## config.mk

```make
export PLATFORM = sky130hd
export DESIGN_NAME = pulse_seq_detector
export DESIGN_NICKNAME = d
export VERILOG_FILES = /design/src/rtl/pulse_seq_detector.sv
export SDC_FILE = /design/constraint.sdc
export NUM_CORES = 1
export LEC_CHECK = 0
export BUFFER_PORTS_ARGS = -buffer_cell sky130_fd_sc_hd__buf_2
export CAP_MARGIN = 20
export CORE_MARGIN = 2
export CORE_UTILIZATION = 50
export CTS_BUF_LIST = sky130_fd_sc_hd__clkbuf_4 sky130_fd_sc_hd__clkbuf_8 sky130_fd_sc_hd__clkbuf_16
export CTS_CLUSTER_DIAMETER = 120
export CTS_CLUSTER_SIZE = 25
export DETAILED_ROUTE_END_ITERATION = 10
export MAX_ROUTING_LAYER = met4
export PLACE_DENSITY = 0.76
export SLEW_MARGIN = 40
export SYNTH_ARGS = -nofsm -noshare
export SYNTH_HDL_FRONTEND = slang
export SYNTH_SLANG_ARGS = --single-unit
```

## constraint.sdc

```tcl
create_clock -name clk -period 2.75 [get_ports clk]
set_clock_uncertainty 0.05 [all_clocks]
set_input_delay 0 -clock clk [delete_from_list [all_inputs] [get_ports clk]]
set_output_delay 0 -clock clk [all_outputs]
set_load 0.01 [all_outputs]
```

## src/rtl/pulse_seq_detector.sv

```systemverilog
// Clocked pulse-sequence detector: one x1 pulse then SEQ_LEN x2 pulses asserts z.
// Raw inputs are synchronised and rising-edge detected; detections are counted and clashes flagged.
module pulse_seq_detector #(
  parameter int unsigned SEQ_LEN     = 2,
  parameter int unsigned CNT_W       = 8,
  parameter int unsigned SYNC_STAGES = 2,
  parameter int unsigned Z_MODE      = 0
) (
  input  logic             clk,
  input  logic             rd,
  input  logic             x1,
  input  logic             x2,
  input  logic             clr,
  output logic             z,
  output logic             armed,
  output logic [3:0]       x2_cnt,
  output logic [CNT_W-1:0] det_cnt,
  output logic             err
);

  generate
    if (SEQ_LEN == 0 || SEQ_LEN > 15) begin : g_bad_seq_len
      $fatal(1, "pulse_seq_detector: SEQ_LEN=%0d outside 1..15", SEQ_LEN);
    end
    if (SYNC_STAGES < 2) begin : g_bad_sync
      $fatal(1, "pulse_seq_detector: SYNC_STAGES=%0d below 2", SYNC_STAGES);
    end
  endgenerate

  localparam logic [4:0]       LAST_CNT = 5'(SEQ_LEN);
  localparam logic [CNT_W-1:0] CNT_MAX  = '1;

  typedef enum logic {IDLE, ARMED} state_t;

  state_t                 state;
  logic [SYNC_STAGES-1:0] sync1;
  logic [SYNC_STAGES-1:0] sync2;
  logic                   hist1;
  logic                   hist2;
  logic                   p1;
  logic                   p2;
  logic                   both_c;
  logic                   hit_c;

  // Synchronisers, edge history and registered one-cycle strobes.
  always_ff @(posedge clk or negedge rd) begin
    if (!rd) begin
      sync1 <= '0;
      sync2 <= '0;
      hist1 <= 1'b0;
      hist2 <= 1'b0;
      p1    <= 1'b0;
      p2    <= 1'b0;
    end else begin
      sync1 <= {sync1[SYNC_STAGES-2:0], x1};
      sync2 <= {sync2[SYNC_STAGES-2:0], x2};
      hist1 <= sync1[SYNC_STAGES-1];
      hist2 <= sync2[SYNC_STAGES-1];
      p1    <= sync1[SYNC_STAGES-1] & ~hist1;
      p2    <= sync2[SYNC_STAGES-1] & ~hist2;
    end
  end

  assign both_c = p1 & p2;
  assign hit_c  = (state == ARMED) & p2 & ~p1 & (({1'b0, x2_cnt} + 5'd1) == LAST_CNT);
  assign armed  = (state == ARMED);

  // Sequence state machine with registered z, counters and error flag.
  always_ff @(posedge clk or negedge rd) begin
    if (!rd) begin
      state   <= IDLE;
      x2_cnt  <= 4'd0;
      det_cnt <= '0;
      err     <= 1'b0;
      z       <= 1'b0;
    end else begin
      if (both_c) begin
        state  <= IDLE;
        x2_cnt <= 4'd0;
      end else if (p1) begin
        state  <= ARMED;
        x2_cnt <= 4'd0;
      end else if (p2 && state == ARMED) begin
        if (hit_c) begin
          state  <= IDLE;
          x2_cnt <= 4'd0;
        end else begin
          x2_cnt <= x2_cnt + 4'd1;
        end
      end

      if (clr)
        err <= 1'b0;
      else if (both_c)
        err <= 1'b1;

      // clr wins over a coincident detection, so that detection is not counted.
      if (clr)
        det_cnt <= '0;
      else if (hit_c && det_cnt != CNT_MAX)
        det_cnt <= det_cnt + CNT_W'(1);

      // Held z drops on any later strobe unless that strobe itself detects.
      if (Z_MODE == 0)
        z <= hit_c;
      else if (clr)
        z <= 1'b0;
      else if (hit_c)
        z <= 1'b1;
      else if (p1 || p2)
        z <= 1'b0;
    end
  end

endmodule

```

; ---- Word-level counts from Yosys, hierarchy flattened
; Index checks and enable logic that the tools add are counted.
[totals]
reg_bits = 23
in_bits = 5
output_inout_bits = 15
word_cells = 44
[classes]
addsub = 3
n_eq_ne = 2
n_mux = 12
bitwise = 9
reduce_logical = 7
[ops]
columns = op, count
row1 = $mux 4, 4
row2 = $mux 8, 2
row3 = $add 8x1->8 const B, 1
row4 = $ne 8x8->1 const B, 1
row5 = $and 1x1->1, 6
row6 = $mux 1, 6
row7 = $reduce_bool 3->1, 2
row8 = $add 4x1->5 const B, 1
row9 = $eq 5x2->1 const B, 1
row10 = $add 4x1->4 const B, 1
row11 = $reduce_bool 2->1, 2
row12 = $not 1->1, 3
row13 = $logic_and 1x1->1, 2
row14 = $reduce_and 2->1, 1

; ---- Depth between registers and ports, before layout
; Gate-level depths: netlist (run 1).
[depth]
depth_word = 7
ltp_mapped = 7
mapped_depth_nobuf = 6

; ---- Worst setup path after synthesis (run 1)
; OpenSTA, ideal clock, no wires.
[synth_path]
path_type = register to register
startpoint = register x2_cnt[0]
endpoint = register det_cnt[7]
setup_ps = 125
arrival_time_ps = 1749
required_ps = 2575
setup_slack_ps = 826
stages_incl_launch_ff = 7
path_buffers = 0
synth_period_minus_slack_ps = 1924
cell_sequence = dfrtp_1 > ha_1 > or2_2 > o21ai_2 > nand3_2 > nor4_1 > mux2_2
[synth_between]
elab_chain_len = 5
[synth_lines]
columns = item, line
row1 = from (decl), 16  ; output logic [3:0] x2_cnt,
row2 = from (signal assigned), 88  ; x2_cnt <= x2_cnt + 4'd1;
row3 = $add 4x1->5, 65  ; assign hit_c = (state == ARMED) & p2 & ~p1 & (({1'b0, x2_cnt} + 5'd1) == LAST_CNT);
row4 = $eq 5x2->1, 65
row5 = $and 1x1->1, 65
row6 = $logic_and 1x1->1, 100  ; else if (hit_c && det_cnt != CNT_MAX)
row7 = $reduce_bool 2->1 (no source line), -
row8 = to (signal assigned), 101  ; det_cnt <= det_cnt + CNT_W'(1);
row9 = to (decl), 17  ; output logic [CNT_W-1:0] det_cnt,
; No other way between the ends.
; A chain may end at the register's enable or synchronous reset.

; ---- Worst setup path after layout (run 1)
; Same ends and word-level chain as after synthesis.

==> results.sh, run 1 <==
export IMPL_status="complete, no violations"
export IMPL_start_util=0.528
export IMPL_grt_start_max_net_pins=24
export IMPL_tightest_slew_ns=0.493
export IMPL_synth_fp_nets=101
export IMPL_timing_fmax_mhz=467
export IMPL_worstSetupPathType="flip-flop to flip-flop"
export IMPL_ctsHtreeMaxLevel=1
export IMPL_syn_to_final_growth_pct=17.2
export IMPL_pin_count=20
export IMPL_relSlewSlack=0.671
export IMPL_switching_power_w=0.000165
export IMPL_dr_pass1_iters=4
export IMPL_tritoncts="built"
export IMPL_antenna_found_initial=0
export IMPL_final_core_util=0.619
export IMPL_antenna_left=0
export IMPL_ctsHoldBuffers=4
export IMPL_dieWidth_um=49.3
export IMPL_grt_overflow_total=0
export IMPL_cp_data_required_time_ns=2.92
export IMPL_post_cts_resized=0
export IMPL_cts_buffers=3
export IMPL_slew_viol_final=0
export IMPL_period_share=0.779
export IMPL_power_density_nw_per_um2=509
export IMPL_hold_slack_ns=0.108
export IMPL_port_buffers=19
export IMPL_hold_class="input port to async pin"
export IMPL_rsz0062_at_grt="no"
export IMPL_clk_latency_ns=0.31
export IMPL_cts_setup_buffers=0
export IMPL_clkTransAtPathRegs_ns=0.13
export IMPL_drt_wl_total_um=1720
export IMPL_intPower_w=0.000447
export IMPL_drive_gt1_frac=0.265
export IMPL_swShare=0.269
export IMPL_p_total_w=0.000611
export IMPL_finalSetupTns_ns=0
export IMPL_grt_pass1_vias=817
export IMPL_synth_cell_types=32
export IMPL_hold_viol=0
export IMPL_grt_pass1_wl_um=3300
export IMPL_crit_arrival_ns=2.31
export IMPL_layout_nets=126
export IMPL_antenna_cells=0
export IMPL_via_per_inst=5.21
export IMPL_syn_area_um2=1020
export IMPL_core_um2=1940
export IMPL_die_area_um2=2430
export IMPL_max_cap_viol_count=0
export IMPL_end_kind="flip-flop"
export IMPL_clock_sinks=23
export IMPL_seq_power_share=0.610
export IMPL_path_max_fanout=12
export IMPL_rows=16
export IMPL_clockPowerShare=0.264
export IMPL_syn_inst=93
export IMPL_yosysSeqAreaShare=0.562
export IMPL_worst_setup_path_start_kind="flip-flop"
export IMPL_drcViolationCount=0
export IMPL_ctsRootBufferMaster="clkbuf_4"
export IMPL_avgSynthCellArea_um2=11.0
export IMPL_pwr_share_comb=0.126
export IMPL_die_y_um=49.3
export IMPL_vias=750
export IMPL_place_congestion=0.753
export IMPL_worst_ir_drop_vdd_mv=0.432
export IMPL_p_leak_nw=0.566
export IMPL_yosys_warnings=0
export IMPL_ys_ff_latch=23
export IMPL_clockBufferDepth=2
export IMPL_dp_hpwl_um=1210
export IMPL_fin_crit_ns=2.14
export IMPL_setup_viol_count_final=0
export IMPL_layout_commonest_cell="dfrtp_1"
export IMPL_drt_iter0_markers=4
export IMPL_mostFrequentLayoutCells="dfrtp_1, buf_2, a21oi_1, nor2_1"
export IMPL_grt_usage=0.176
export IMPL_wl_per_cell_um=12.0
## critical path: stages (launching register included)
cell and delay, ns:
dfrtp_1 0.45, ha_1 0.25, or2_2 0.31, o21ai_2 0.10, nand3_2 0.23, nor4_1 0.30, mux2_2 0.36
## area by class of cell
class	instances	area, µm²
clock inverters	1	7.51
clock buffers	3	22.5
repair buffers	23	135
well taps	27	33.8
multi-input cells	63	412
fillers	166	741
inverters	4	15.0
flip-flops and latches	23	576
## through the flow
step                      setup WS, ns  std cells  cell area, µm²
after global routing             0.459        144            1200
after floorplan                  0.826         93            1020
final                            0.609        144            1200
after detailed placement         0.620        136            1130
after global placement           0.679        136            1130
after CTS                        0.593        144            1200
## per-layer routing
metal	track usage	routed length, µm
met2	0.309	877
met1	0.210	772
met4	0.0429	9
met3	0.0307	63
met5	-	0
## sequential cells by signal (all words and copies together), names as in the netlist
signal / cells
hist1: 1
armed: 1
hist2: 1
p1: 1
sync2: 2
sync1: 2
z: 1
err: 1
p2: 1
det_cnt: 8
x2_cnt: 4
## synth_stat cells
| cell type | n | area, µm² |
|---|---|---|
| nor2b_1 | 4 | 25.0 |
| or4_1 | 1 | 7.51 |
| nand3_2 | 1 | 10.0 |
| buf_4 | 1 | 7.51 |
| a22oi_1 | 1 | 7.51 |
| or3_1 | 4 | 25.0 |
| and3b_1 | 1 | 8.76 |
| nor4_1 | 1 | 6.26 |
| inv_1 | 4 | 15.0 |
| or2_2 | 1 | 6.26 |
| nand3b_1 | 1 | 7.51 |
| nor4b_4 | 1 | 23.8 |
| clkbuf_1 | 1 | 3.75 |
| mux2i_1 | 1 | 10.0 |
| xor2_1 | 2 | 17.5 |
| and4_1 | 1 | 8.76 |
| ha_1 | 3 | 37.5 |
| buf_6 | 1 | 11.3 |
| o31ai_1 | 1 | 7.51 |
| o21ai_0 | 6 | 30.0 |
| and2_1 | 1 | 6.26 |
| o21a_1 | 1 | 7.51 |
| nand3_1 | 5 | 25.0 |
| or3_2 | 2 | 15.0 |
| o41ai_1 | 1 | 8.76 |
| mux2_2 | 1 | 11.3 |
| a21oi_1 | 7 | 35.0 |
| nand2_2 | 1 | 6.26 |
| nand2_1 | 6 | 22.5 |
| nor2_1 | 7 | 26.3 |
| dfrtp_1 | 23 | 576 |
| o21ai_2 | 1 | 8.76 |
## power by group through the flow
stage	combinational [W]	sequential (W)	clock (W)
finish	0.0000772	0.000373	0.000161
global route	0.0000882	0.000377	0.000183
CTS	0.0000788	0.000373	0.000166
detailed placement	0.0000741	0.000380	0
global placement	0.0000731	0.000378	0
floorplan	0.0000444	0.000381	0
## logic make-up (layout without fill, tap and decap cells)
logic type / count (synthesis) / after routing / synth area share
adder cells (fa/ha/maj): 3 / 3 / 0.0366
AO/OA/AOI/OAI: 18 / 18 / 0.103
flip-flops: 23 / 23 / 0.562
multiplexers: 2 / 2 / 0.0208
XOR/XNOR: 2 / 2 / 0.0171
AND/OR/NAND/NOR: 38 / 38 / 0.225
buffers and inverters: 7 / 31 / 0.0366
## worst paths after layout
check                          start         end  slack (ns)  depth (start not counted)
setup / recovery           x2_cnt[0]  det_cnt[7]        0.61                          6
hold / removal                    rd       armed        0.11                          2
setup reg to reg           x2_cnt[0]  det_cnt[7]        0.61                          6
hold reg to reg             sync2[0]    sync2[1]        0.32                          0
max in group asynchronous         rd       hist1        2.20                          2
min in group clk                  x1    sync1[0]        0.26                          2
(Power assumes the default switching activity.)
==> run 2, diff against run 1 <==
- ABC_AREA: not set -> 1
- CORE_UTILIZATION: 50 -> 49
- PLACE_DENSITY: 0.76 -> 0.77
- clock period: 2.75 -> 1.9 ns (I/O delays scaled with it)
==> results.sh, run 2 <==
export IMPL_layout_commonest_cell="nand2_1"
export IMPL_largest_register_ffs=8
export IMPL_grt_pass1_wl_um=3480
export IMPL_start_util=0.524
export IMPL_p_leak_nw=0.736
export IMPL_slew_viol_final=0
export IMPL_largest_register="det_cnt"
export IMPL_antenna_left=0
export IMPL_drcViolationCount=0
export IMPL_grt_start_max_net_pins=24
export IMPL_dpl_cell_area_um2=1300
export IMPL_rows=17
export IMPL_crit_start="x2_cnt[0]"
export IMPL_max_cap_viol_count=0
export IMPL_antenna_found_initial=0
export IMPL_layout_nets=174
export IMPL_tightest_slew_ns=0.510
export IMPL_pwr_share_comb=0.136
export IMPL_mostFrequentLayoutCells="nand2_1, dfrtp_1, buf_2, inv_1, nand3_1"
export IMPL_grt_overflow_total=0
export IMPL_switching_power_w=0.000253
export IMPL_swShare=0.282
export IMPL_syn_inst=140
export IMPL_drt_iter0_markers=19
export IMPL_finalSetupTns_ns=0
export IMPL_power_density_nw_per_um2=656
export IMPL_post_cts_resized=0
export IMPL_grt_usage=0.177
export IMPL_grt_pass1_vias=839
export IMPL_synth_most_common_cell="nand2_1"
export IMPL_synth_top_area_share=0.487
export IMPL_vias=975
export IMPL_ys_ff_latch=23
export IMPL_pin_count=20
export IMPL_largestRegisters="det_cnt: 8 flops, x2_cnt: 4 flops"
export IMPL_dr_pass1_iters=4
export IMPL_wl_per_cell_um=10.8
export IMPL_port_buffers=19
export IMPL_rsz0062_at_grt="no"
export IMPL_syn_to_final_growth_pct=15.6
export IMPL_timing_fmax_mhz=598
export IMPL_clkTransAtPathRegs_ns=0.12
export IMPL_fin_crit_ns=1.67
export IMPL_dp_hpwl_um=1570
export IMPL_clockBufferDepth=2
export IMPL_synth_edff_count=0
export IMPL_yosysSeqAreaShare=0.487
export IMPL_postLayoutCellArea_um2=1370
export IMPL_dieWidth_um=53.1
export IMPL_yosys_warnings=0
export IMPL_place_congestion=0.814
export IMPL_clk_latency_ns=0.31
export IMPL_seq_power_share=0.609
export IMPL_cts_buffers=3
export IMPL_async_reset_ff_frac=1.00
export IMPL_hold_viol=0
export IMPL_cts_setup_buffers=0
export IMPL_synth_top_flop_cell="dfrtp_1"
export IMPL_synthTopCellsByArea="dfrtp_1, nand2_1, nand3_1"
export IMPL_synthTopCellsByCount="nand2_1, dfrtp_1, inv_1"
export IMPL_r2r_cells=5
export IMPL_syn_area_um2=1180
export IMPL_die_y_um=53.1
export IMPL_r2r_end="x2_cnt[0]"
export IMPL_clock_sinks=23
export IMPL_die_area_um2=2820
export IMPL_ctsRootBufferMaster="clkbuf_4"
export IMPL_reg2reg_from="x2_cnt[0]"
export IMPL_clockPowerShare=0.255
export IMPL_end_kind="flip-flop"
export IMPL_tritoncts="built"
export IMPL_drive_gt1_frac=0.206
export IMPL_cp_data_required_time_ns=2.05
export IMPL_synth_fp_nets=148
export IMPL_hold_class="input port to async pin"
export IMPL_synth_cell_types=24
export IMPL_drt_wl_total_um=2090
export IMPL_intPower_w=0.000643
export IMPL_crit_arrival_ns=1.82
export IMPL_avgSynthCellArea_um2=8.45
export IMPL_worst_ir_drop_vdd_mv=0.577
export IMPL_status="complete, no violations"
export IMPL_synth_top_cell_by_area="dfrtp_1"
export IMPL_setup_viol_count_final=0
export IMPL_antenna_cells=0
export IMPL_worst_setup_path_start_kind="flip-flop"
export IMPL_ctsHtreeMaxLevel=1
export IMPL_core_um2=2250
export IMPL_worstSetupPathType="flip-flop to flip-flop"
export IMPL_path_max_fanout=8
export IMPL_via_per_inst=5.05
export IMPL_relSlewSlack=0.660
export IMPL_rrSetupSlack_ns=0.23
export IMPL_period_share=0.880
[run 2: cells by family after synthesis]
family                     count (synthesis)  share of synthesized area
buffers and inverters                     21                     0.0741
DFF                                       23                      0.487
AOI/OAI and AO/OA                          9                     0.0434
and+or+nand+nor                           81                      0.342
xor gates and xnor gates                   3                     0.0222
adders and majority gates                  3                     0.0317
[run 2: power groups by stage]
stage	clock [W]	sequential (W)	combinational, W
floorplan	0	0.000558	0.0000670
global placement	0	0.000553	0.000114
detailed placement	0	0.000555	0.000117
CTS	0.000239	0.000546	0.000124
global route	0.000263	0.000551	0.000138
finish	0.000228	0.000546	0.000122
[run 2: worst max path at each step]
stage	to	slack [ns]
2_1_floorplan	x2_cnt[0]	0.43
3_3_place_gp	x2_cnt[0]	0.37
3_5_place_dp	x2_cnt[0]	0.26
4_1_cts	x2_cnt[0]	0.22
5_1_grt	x2_cnt[1]	0.11
6_report	x2_cnt[0]	0.23
[run 2: routing by layer]
metal  up-vias  global-route usage  wire, µm
met5         -                   -         0
met4         0              0.0513        26
met3         5              0.0593        94
met2        24               0.296      1000
met1       445               0.203       968
li1        501                   -         -
[run 2: through the flow]
step / hold slack [ns] / std cells / utilization / power, W / setup WS (ns)
after floorplan: -0.346 / 140 / - / 0.000625 / 0.430
after global placement: -0.0581 / 185 / 0.575 / 0.000667 / 0.372
after detailed placement: -0.0525 / 185 / 0.575 / 0.000672 / 0.257
after CTS: 0.122 / 193 / 0.606 / 0.000909 / 0.225
after global routing: 0.142 / 193 / 0.606 / 0.000952 / 0.109
final: 0.125 / 193 / 0.606 / 0.000896 / 0.228
[run 2: repair_timing]
item / in CTS / in global routing
hold buffers: 4 / 0
setup endpoints to repair: 0 / 0
endpoints found under the hold margin: 29 / 0
[run 2: area by class of cell]
cell class,instances,area (µm²)
Multi-Input combinational cell,96,519
Clock buffer,3,22.5
Inverter,19,71.3
Fill cell,208,888
Timing Repair Buffer,23,135
Sequential cell,23,576
Tap cell,28,35.0
Clock inverter,1,7.51
[run 2: worst max-delay path, stage by stage, from the launching register on]
cell,delay [ns]
dfrtp_1,0.48
ha_1,0.30
xnor2_1,0.29
nand2_2,0.15
o21ai_1,0.19
o21ai_0,0.10
==> run 3, diff against run 2 <==
- CORE_UTILIZATION: 49 -> 50
- PLACE_DENSITY: 0.77 -> 0.75
- clock period: 1.9 -> 1.65 ns (I/O delays scaled with it)
==> results.sh, run 3 (synthesis gave the netlist of run 2 again) <==
export IMPL_via_per_inst=5.27
export IMPL_slew_viol_final=0
export IMPL_p_leak_nw=0.739
export IMPL_layout_nets=177
export IMPL_path_delay_family="simple AND/OR/NAND/NOR gates"
export IMPL_antenna_cells=0
export IMPL_clkTransAtPathRegs_ns=0.14
export IMPL_port_buffers=19
export IMPL_path_max_fanout=5
export IMPL_crit_arrival_ns=1.72
export IMPL_finalSetupTns_ns=0
export IMPL_grt_pass1_wl_um=4000
export IMPL_cpPeakStageDelay_ns=0.46
export IMPL_drcViolationCount=0
export IMPL_worst_ir_drop_vdd_mv=0.783
export IMPL_largestRegisters="det_cnt: 8 flops, x2_cnt: 4 flops"
export IMPL_drive_gt1_frac=0.268
export IMPL_hold_slack_ns=0.123
export IMPL_path_buf_inv=2
export IMPL_clock_sinks=23
export IMPL_core_um2=2230
export IMPL_cp_data_required_time_ns=1.83
export IMPL_crit_chain="inv_1, ha_2, inv_1, a21oi_2, nand2_1, nor2_4, nand3_4, nand3_1, nand2_1"
export IMPL_layout_commonest_cell="nand2_1"
export IMPL_max_cap_viol_count=0
export IMPL_period_share=0.936
export IMPL_syn_to_final_growth_pct=20.1
export IMPL_dr_pass1_iters=5
export IMPL_setup_viol_count_final=0
export IMPL_clockBufferDepth=2
export IMPL_mostFrequentLayoutCells="nand2_1, dfrtp_1, buf_2, inv_1, nand3_1"
export IMPL_drt_iter0_markers=24
export IMPL_ctsHtreeMaxLevel=1
export IMPL_die_y_um=52.6
export IMPL_tritoncts="built"
export IMPL_cts_buffers=3
export IMPL_drt_wl_total_um=2490
export IMPL_status="complete, no violations"
export IMPL_relSlewSlack=0.640
export IMPL_grt_usage=0.203
export IMPL_critPathSlowestCell="dfrtp_2"
export IMPL_start_util=0.529
export IMPL_antenna_left=0
export IMPL_tightest_slew_ns=0.539
export IMPL_rsz0062_at_grt="no"
export IMPL_dp_hpwl_um=1660
export IMPL_place_congestion=0.874
export IMPL_crit_start="x2_cnt[1]"
export IMPL_timing_fmax_mhz=647
export IMPL_rows=17
export IMPL_die_area_um2=2770
export IMPL_end_kind="flip-flop"
export IMPL_clk_latency_ns=0.32
export IMPL_antenna_found_initial=0
export IMPL_fin_crit_ns=1.54
export IMPL_dieWidth_um=52.6
export IMPL_largest_register="det_cnt"
export IMPL_reg2reg_from="x2_cnt[1]"
export IMPL_pin_count=20
export IMPL_largest_register_ffs=8
export IMPL_power_density_nw_per_um2=756
export IMPL_worstSetupPathType="flip-flop to flip-flop"
export IMPL_hold_viol=0
export IMPL_vias=1032
export IMPL_hold_class="input port to async pin"
export IMPL_grt_overflow_total=0
export IMPL_worst_setup_path_start_kind="flip-flop"
export IMPL_grt_pass1_vias=956
export IMPL_wl_per_cell_um=12.7
export IMPL_ctsRootBufferMaster="clkbuf_4"
export IMPL_grt_start_max_net_pins=24
-- run 3: cell types whose count changed in the layout (fill, tap and decap cells not counted), moves of 2 or more --
| cell | previous run | this run |
|---|---|---|
| ha_2 | 0 | 2 |
| ha_1 | 3 | 1 |
| buf_4 | 0 | 2 |
| dfrtp_1 | 23 | 21 |
| nand3_1 | 14 | 12 |
| dfrtp_2 | 0 | 2 |
| nand3_2 | 0 | 3 |
-- run 3: what timing repair did --
item                                   in CTS  in global routing
hold buffers                                4                  0
setup endpoints to repair                   0                 11
endpoints found under the hold margin      29                  0
gates resized for setup                     0                  8
setup buffers                               0                  1
-- run 3: area by class of cell --
class | count | area (µm²)
Tap cell | 28 | 35.0
Inverter | 19 | 71.3
Timing Repair Buffer | 25 | 150
Sequential cell | 23 | 578
Clock buffer | 3 | 22.5
Multi-Input combinational cell | 97 | 556
Fill cell | 202 | 813
Clock inverter | 1 | 7.51
-- run 3: final timing paths --
path | end | slack (ns) | cells after the start
worst max-delay path | det_cnt[5] | 0.11 | 9
worst min-delay path | armed | 0.12 | 2
worst max register to register | det_cnt[5] | 0.11 | 9
worst min register to register | sync1[1] | 0.32 | 0
max in group asynchronous | x2_cnt[0] | 1.04 | 2
min in group clk | sync1[0] | 0.26 | 2
-- run 3: per-layer routing --
layer	vias to the layer above	track usage	share of wire	wire, µm
li1	510	-	-	-
met1	492	0.244	0.45	1110
met2	26	0.333	0.49	1230
met3	4	0.0429	0.045	111
met4	0	0.0812	0.012	31
met5	-	-	0	0
-- run 3: report_power, final --
part	switching (W)	leakage [nW]	total [W]	internal, W
Clock	0.000186	0.0139	0.000279	0.0000926
Combinational	0.0000974	0.428	0.000164	0.0000671
Sequential	0.0000356	0.297	0.000631	0.000595
-- run 3: through the flow --
stage                     setup slack [ns]  utilization  instance area (µm²)  total power (W)  std cells
after floorplan                      0.180            -                 1180         0.000720        140
after global placement               0.130        0.584                 1300         0.000768        186
after detailed placement            0.0901        0.584                 1300         0.000779        186
after CTS                           0.0581        0.615                 1370          0.00106        194
after global routing                0.0128        0.636                 1420          0.00113        196
final                                0.105        0.636                 1420          0.00107        196
